==> src/rtl/mem_port_arbiter.sv <==
// Three-way round-robin arbiter for a shared single-port memory.
// Debug port can lock the memory or halt the CPU ports.
module mem_port_arbiter #(
  parameter int WIDTH    = 32,
  parameter int ADDRSIZE = 12
) (
  input  logic                clk,
  input  logic                rst_i,
  input  logic                ins_req_i,
  input  logic [ADDRSIZE-1:0] ins_addr_i,
  output logic                ins_gnt_o,
  output logic                ins_rvalid_o,
  input  logic                dat_req_i,
  input  logic                dat_we_i,
  input  logic [ADDRSIZE-1:0] dat_addr_i,
  input  logic [WIDTH-1:0]    dat_wdata_i,
  output logic                dat_gnt_o,
  output logic                dat_rvalid_o,
  input  logic                dbg_req_i,
  input  logic                dbg_we_i,
  input  logic [ADDRSIZE-1:0] dbg_addr_i,
  input  logic [WIDTH-1:0]    dbg_wdata_i,
  output logic                dbg_gnt_o,
  output logic                dbg_rvalid_o,
  input  logic                dbg_lock_i,
  input  logic                dbg_halt_i,
  output logic [WIDTH-1:0]    rdata_o,
  output logic [ADDRSIZE-1:0] mem_addr_o,
  output logic                mem_we_o,
  output logic                mem_en_o,
  output logic [WIDTH-1:0]    mem_wdata_o,
  input  logic [WIDTH-1:0]    mem_rdata_i
);

  typedef enum logic {UNLOCKED, LOCKED} state_e;

  localparam logic [1:0] P_INS = 2'd0;
  localparam logic [1:0] P_DAT = 2'd1;
  localparam logic [1:0] P_DBG = 2'd2;

  state_e state_q, state_d;
  logic [1:0] ptr_q, ptr_d;
  logic [2:0] req, gnt;

  logic [ADDRSIZE-1:0] mem_addr_q;
  logic [WIDTH-1:0]    mem_wdata_q;
  logic                mem_en_q, mem_we_q;

  logic [ADDRSIZE-1:0] sel_addr;
  logic [WIDTH-1:0]    sel_wdata;
  logic                sel_we;
  logic [1:0]          sel_id;

  logic       t1_v_q, t2_v_q;
  logic [1:0] t1_id_q, t2_id_q;

  assign req = {dbg_req_i,
                dat_req_i & ~dbg_halt_i,
                ins_req_i & ~dbg_halt_i};

  always_ff @(posedge clk) begin
    if (rst_i) begin
      state_q <= UNLOCKED;
      ptr_q   <= P_DAT;
    end else begin
      state_q <= state_d;
      ptr_q   <= ptr_d;
    end
  end

  always_comb begin
    state_d = state_q;
    case (state_q)
      UNLOCKED: if (gnt[2] && dbg_lock_i) state_d = LOCKED;
      LOCKED:   if (!dbg_lock_i) state_d = UNLOCKED;
      default:  state_d = UNLOCKED;
    endcase
  end

  // Locked with lock still high: only dbg may win.
  always_comb begin
    gnt = 3'b000;
    if (!rst_i) begin
      if (state_q == LOCKED && dbg_lock_i) begin
        gnt = {req[2], 2'b00};
      end else begin
        case (ptr_q)
          P_INS: begin
            if (req[0])      gnt = 3'b001;
            else if (req[1]) gnt = 3'b010;
            else if (req[2]) gnt = 3'b100;
          end
          P_DAT: begin
            if (req[1])      gnt = 3'b010;
            else if (req[2]) gnt = 3'b100;
            else if (req[0]) gnt = 3'b001;
          end
          default: begin
            if (req[2])      gnt = 3'b100;
            else if (req[0]) gnt = 3'b001;
            else if (req[1]) gnt = 3'b010;
          end
        endcase
      end
    end
  end

  always_comb begin
    ptr_d = ptr_q;
    if (gnt[0]) ptr_d = P_DAT;
    if (gnt[1]) ptr_d = P_DBG;
    if (gnt[2]) ptr_d = P_INS;
  end

  always_comb begin
    sel_addr  = ins_addr_i;
    sel_wdata = '0;
    sel_we    = 1'b0;
    sel_id    = P_INS;
    if (gnt[1]) begin
      sel_addr  = dat_addr_i;
      sel_wdata = dat_wdata_i;
      sel_we    = dat_we_i;
      sel_id    = P_DAT;
    end else if (gnt[2]) begin
      sel_addr  = dbg_addr_i;
      sel_wdata = dbg_wdata_i;
      sel_we    = dbg_we_i;
      sel_id    = P_DBG;
    end
  end

  always_ff @(posedge clk) begin
    if (rst_i) begin
      mem_en_q    <= 1'b0;
      mem_we_q    <= 1'b0;
      mem_addr_q  <= '0;
      mem_wdata_q <= '0;
      t1_v_q      <= 1'b0;
      t1_id_q     <= '0;
      t2_v_q      <= 1'b0;
      t2_id_q     <= '0;
    end else begin
      mem_en_q <= |gnt;
      mem_we_q <= |gnt & sel_we;
      if (|gnt) begin
        mem_addr_q  <= sel_addr;
        mem_wdata_q <= sel_wdata;
      end
      t1_v_q  <= |gnt & ~sel_we;
      t1_id_q <= sel_id;
      t2_v_q  <= t1_v_q;
      t2_id_q <= t1_id_q;
    end
  end

  assign ins_gnt_o    = gnt[0];
  assign dat_gnt_o    = gnt[1];
  assign dbg_gnt_o    = gnt[2];
  assign ins_rvalid_o = t2_v_q && (t2_id_q == P_INS);
  assign dat_rvalid_o = t2_v_q && (t2_id_q == P_DAT);
  assign dbg_rvalid_o = t2_v_q && (t2_id_q == P_DBG);
  assign rdata_o      = mem_rdata_i;
  assign mem_addr_o   = mem_addr_q;
  assign mem_we_o     = mem_we_q;
  assign mem_en_o     = mem_en_q;
  assign mem_wdata_o  = mem_wdata_q;

endmodule

==> config.mk <==
export PLATFORM = sky130hd
export DESIGN_NAME = mem_port_arbiter
export DESIGN_NICKNAME = d
export VERILOG_FILES = /design/src/rtl/mem_port_arbiter.sv
export SDC_FILE = /design/constraint.sdc
export NUM_CORES = 1
export LEC_CHECK = 0
export ABC_AREA = 1
export CAP_MARGIN = 15
export CORE_MARGIN = 2
export CORE_UTILIZATION = 30
export CTS_CLUSTER_SIZE = 10
export DETAILED_ROUTE_END_ITERATION = 8
export PLACE_DENSITY = 0.74
export SLEW_MARGIN = 25
export SYNTH_ARGS = -nofsm -noshare
export SYNTH_HDL_FRONTEND = slang
export SYNTH_SLANG_ARGS = --single-unit
==> constraint.sdc <==
create_clock -name clk -period 3.6 [get_ports clk]
set_input_delay 0.72 -clock clk [delete_from_list [all_inputs] [get_ports clk]]
set_output_delay 0.72 -clock clk [all_outputs]
set_load 0.02 [all_outputs]
-- Word level (Yosys, flattened, before mapping)
Cells that the tools add are included.
- output and inout port bits: 84
- bits in registers: 55
- input bits: 141
- logic and storage cells: 60
- mux-type cells: 26
- bitwise gates (word level): 7
- reduce and logical (&&, ||, !) cells: 12
- equality and inequality tests: 3
- operator list (kind ; count):
    32-bit 2-to-1 mux ; 2
    12-bit 2-to-1 mux ; 2
    3-bit 2-to-1 mux ; 8
    2-bit 2-to-1 mux ; 5
    1-bit 2-to-1 mux ; 7
    3-bit case mux with 2 select lines ; 1
    1-bit logical AND ; 5
    1-bit AND ; 4
    2-bit by 1-bit == test with 1-bit output (second input constant) ; 2
    2-bit zero test ; 2
    2-bit OR reduction ; 2
    1-bit inverter ; 3
    3-bit nonzero test ; 1
    3-bit OR reduction ; 1
    2-bit == test (second input constant) ; 1
    1-bit case mux with 2 select lines ; 1
    2-bit nonzero test ; 1

-- Logic depth before layout (Yosys ltp)
- depth in word-level cells: 12
- gate-level depth with buffers: 13
- depth with buffers taken out: 11

-- Worst setup path after synthesis
Ideal clock, no wire load.
- kind: input-to-output
- from: input dbg_lock_i
- to: output dat_gnt_o
- path slack: 1.369 ns
- arrival time: 1.511 ns
- required time: 2.880 ns
- buffers on the path: 1
- cell stages on the path: 6
- cells stage by stage: nand2_1 -> inv_1 -> nor2_1 -> nand4_4 -> inv_2 -> buf_4
- cells in the longest elaborated chain, start to end: 3
- ends and longest elaborated chain (item ; line ; RTL):
    start, declared ; 25 ; input logic dbg_lock_i,
    1-bit logical AND ; 84 ; if (state_q == LOCKED && dbg_lock_i) begin
    3-bit 2-to-1 mux ; 84 ;
    3-bit 2-to-1 mux ; 83 ; if (!rst_i) begin
    end, declared ; 17 ; output logic dat_gnt_o,
Every way passes these cells.

-- Final worst setup path
- from: input dbg_req_i
- to: output dat_gnt_o
- cells in the longest elaborated chain, start to end: 4
- ends and longest elaborated chain (item ; line ; RTL):
    start, declared ; 19 ; input logic dbg_req_i,
    3-bit 2-to-1 mux ; 99 ; if (req[2]) gnt = 3'b100;
    3-bit case mux with 2 select lines ; 87 ; case (ptr_q)
    3-bit 2-to-1 mux ; 84 ;
    3-bit 2-to-1 mux ; 83 ;
Every way passes these cells.

==> flow_summary.toml <==
[finish]
syn2layout_area_growth_pct = 47.14
final_area_mm2 = 0.004831
mostFrequentLayoutCells = "160 x clkdlybuf4s50_1, 152 x nor2_1, 140 x nand2_1, 55 x dfxtp_1, 40 x inv_1"
num-nets-final = 778
layout.cells.most_common = "clkdlybuf4s50_1"
fill_cells = 1112
drive_gt1_frac = 0.06426
diodes = 0

[clock_network]
clockRootBuffer = "clkbuf_8"
numCtsBuffers = 5
holdBufCountCts = 0
h-tree-depth = 2
clkTransAtPathRegs_ns = 0.10
cts_tree = "built"
clock_latency_ns = 0.30
cts.sinks = 55
ctsResizeCount = 0
clockBufferDepth = 2
post_cts_buffers = 0

[sta]
maxClockFrequency_mhz = 313.1
drv_slew = 0
fin_crit_sh = 0.8873
slew_headroom = 0.6195
hold_violations = 0
period_minus_slack_ns = 3.194
grt_setup_unrepaired = "false"
worst_pin_slew_ns = 0.5692
setup_tns_ns = 0
layout_setup_ws_ns = 0.4057
setup_viol = 0
fin_worst_skew_ns = 0.005114
fin_hold_ws_ns = 0.4064

[status]
status = "finished, final reports clean"

[worst_setup_path]
slowest_stage = "clkdlybuf4s50_1"
worst_path_most_repeated_cell = "clkdlybuf4s50_1"
crit_path_start = "dbg_req_i"
r2r_cells = 10
worstPathRequired_ns = 2.88
cp.depth = 5
crit_path_max_fanout = 5
critPathMaxStageDelay_ns = 0.60
worstSetupPathType = "primary input to output port"
cp_top_family = "buffers and inverters"
crit_buf_inv = 3
startpoint_type = "primary input"
end_kind = "output port"
reg2reg_from = "ptr_q[1]$_SDFFE_PP0P_"
crit_chain = "clkdlybuf4s50_1, o21ai_1, nand4_4, inv_2, clkdlybuf4s50_1"
rrSetupSlack_ns = 1.64
endpoint = "dat_gnt_o"
r2r_end = "mem_wdata_o[3]$_SDFFE_PP0P_"
cp_data_arrival_time_ns = 2.47

[die]
dieArea_mm2 = 0.01180
die_w_um = 108.6
fp.dieH_um = 108.6
rows = 38
initial_core_util = 0.3055
io_pins = 225
core_area_mm2 = 0.01075

[min_path]
holdCritPathClass = "flip-flop to flip-flop"
hp-start = "t1_id_q[0]$_SDFF_PP0_"

[placed_design]
dp_hpwl_mm = 6.956
placed_area_mm2 = 0.004695
gp_congestion = 0.7517
portBuffers = 160
dp_slack_ns = 0.4115

[detailed_routing]
drt_iter0_drc = 150
vias = 3410
drc = 0
routedWlPerCell_um = 11.76
firstDrtPassIters = 4
drtAntennaViolNets = 0
vias_per_cell = 4.383
routed_wl_mm = 9.149

[global_route]
grt-ovfl-total = 0
grt_pass1_wl_mm = 14.31
grt_pass1_vias = 3129
antenna_found_initial = 0
gr-usage-all-layers = 0.1512
grt_start_max_net_pins = 40

[yosys]
yosysTopAreaCell = "dfxtp_1"
ys_ff_latch = 55
synth.net_count = 663
syn_area_per_cell_um2 = 6.290
synth_cell_type_count = 24
seq_area_frac_synth = 0.3354
netlist_instances = 522
synthTopCellsByArea = "dfxtp_1 34%, nor2_1 17%, nand2_1 16%"
yosys_warnings = 0
synth_top_area_share = 0.3354
netlist_area_mm2 = 0.003283

[pwr]
p_leak_nw = 2.258
p_per_area_mw_per_mm2 = 391.8
ir_drop_mv = 0.2735

[job]
max_cap_violations = 0
-- power by group --
part           internal [mW]  total (mW)  switching, mW  leakage, nW
Clock                  0.277       0.480          0.203       0.0644
Sequential             0.695       0.736         0.0413        0.458
Combinational          0.334       0.677          0.342         1.74
-- registers in the layout, indices dropped and copies added (netlist names) --
| signal | cells |
|---|---|
| mem_addr_o | 12 |
| t2_id_q | 2 |
| t1_id_q | 2 |
| t2_v_q | 1 |
| mem_we_o | 1 |
| mem_en_o | 1 |
| ptr_q | 2 |
| state_q | 1 |
| t1_v_q | 1 |
| mem_wdata_o | 32 |
-- routing by layer --
| layer | wire length [µm] | track usage | share of wire |
|---|---|---|---|
| met3 | 699 | 0.04722 | 0.076 |
| met2 | 4631 | 0.2772 | 0.51 |
| met5 | 0 | 0 | 0 |
| met1 | 3690 | 0.1672 | 0.40 |
| met4 | 127 | 0.04304 | 0.014 |
-- stage by stage --
stage	instances	power, mW	utilization
6_report	778	1.893	0.4496
4_1_cts	778	1.924	0.4496
2_1_floorplan	522	1.160	-
5_1_grt	778	2.006	0.4496
3_3_place_gp	770	1.418	0.4369
3_5_place_dp	770	1.433	0.4369
-- cell type report --
| class | count | area (µm²) | share of cell area |
|---|---|---|---|
| Sequential cell | 55 | 1101 | 0.2279 |
| Timing Repair Buffer | 169 | 1682 | 0.3481 |
| Inverter | 43 | 161.4 | 0.03341 |
| Multi-Input combinational cell | 363 | 1575 | 0.3261 |
| Clock buffer | 5 | 68.82 | 0.01425 |
| Clock inverter | 3 | 67.56 | 0.01399 |
| Tap cell | 140 | 175.2 | 0.03626 |
-- cells in the mapped netlist --
cell type,count
nor2_1,152
nand2_1,140
dfxtp_1,55
inv_1,40
buf_4,37
nand3_1,26
nand4_1,18
nand2_2,15
clkbuf_1,8
buf_2,7
buf_6,7
inv_2,3
nand3_4,2
nor2_8,2
a21oi_1,1
buf_1,1
buf_12,1
nand2_4,1
nand3b_1,1
nand4_4,1
nor3_1,1
nor3b_1,1
o21ai_0,1
o21ai_1,1
-- worst reg2reg max path, stage by stage (launching register included) --
cell     delay, ns
dfxtp_1       0.35
nor2_1        0.12
nand2_2       0.11
nand4_4       0.11
buf_4         0.24
nand2_2       0.12
nor2_8        0.39
buf_12        0.25
nand2_1       0.08
nand2_1       0.06
nor2_1        0.04
-- how the worst min path moves through the flow --
stage                                 end  depth (start not counted)
floorplan           t2_id_q[0]$_SDFF_PP0_                          2
global placement        t2_v_q$_SDFF_PP0_                          2
detailed placement  t2_id_q[0]$_SDFF_PP0_                          2
CTS                 t2_id_q[0]$_SDFF_PP0_                          2
global route            t2_v_q$_SDFF_PP0_                          2
finish              t2_id_q[0]$_SDFF_PP0_                          2
-- cells by family (layout without fill, tap and decap cells) --
kind of cell	count (synthesis)	count (layout)	synth area share
and+or+nand+nor	360	360	0.4752
buffers and inverters	104	220	0.1848
DFF	55	55	0.3354
AOI/OAI and AO/OA	3	3	0.004569
Note: power is estimated with default switching activity, not from simulation.
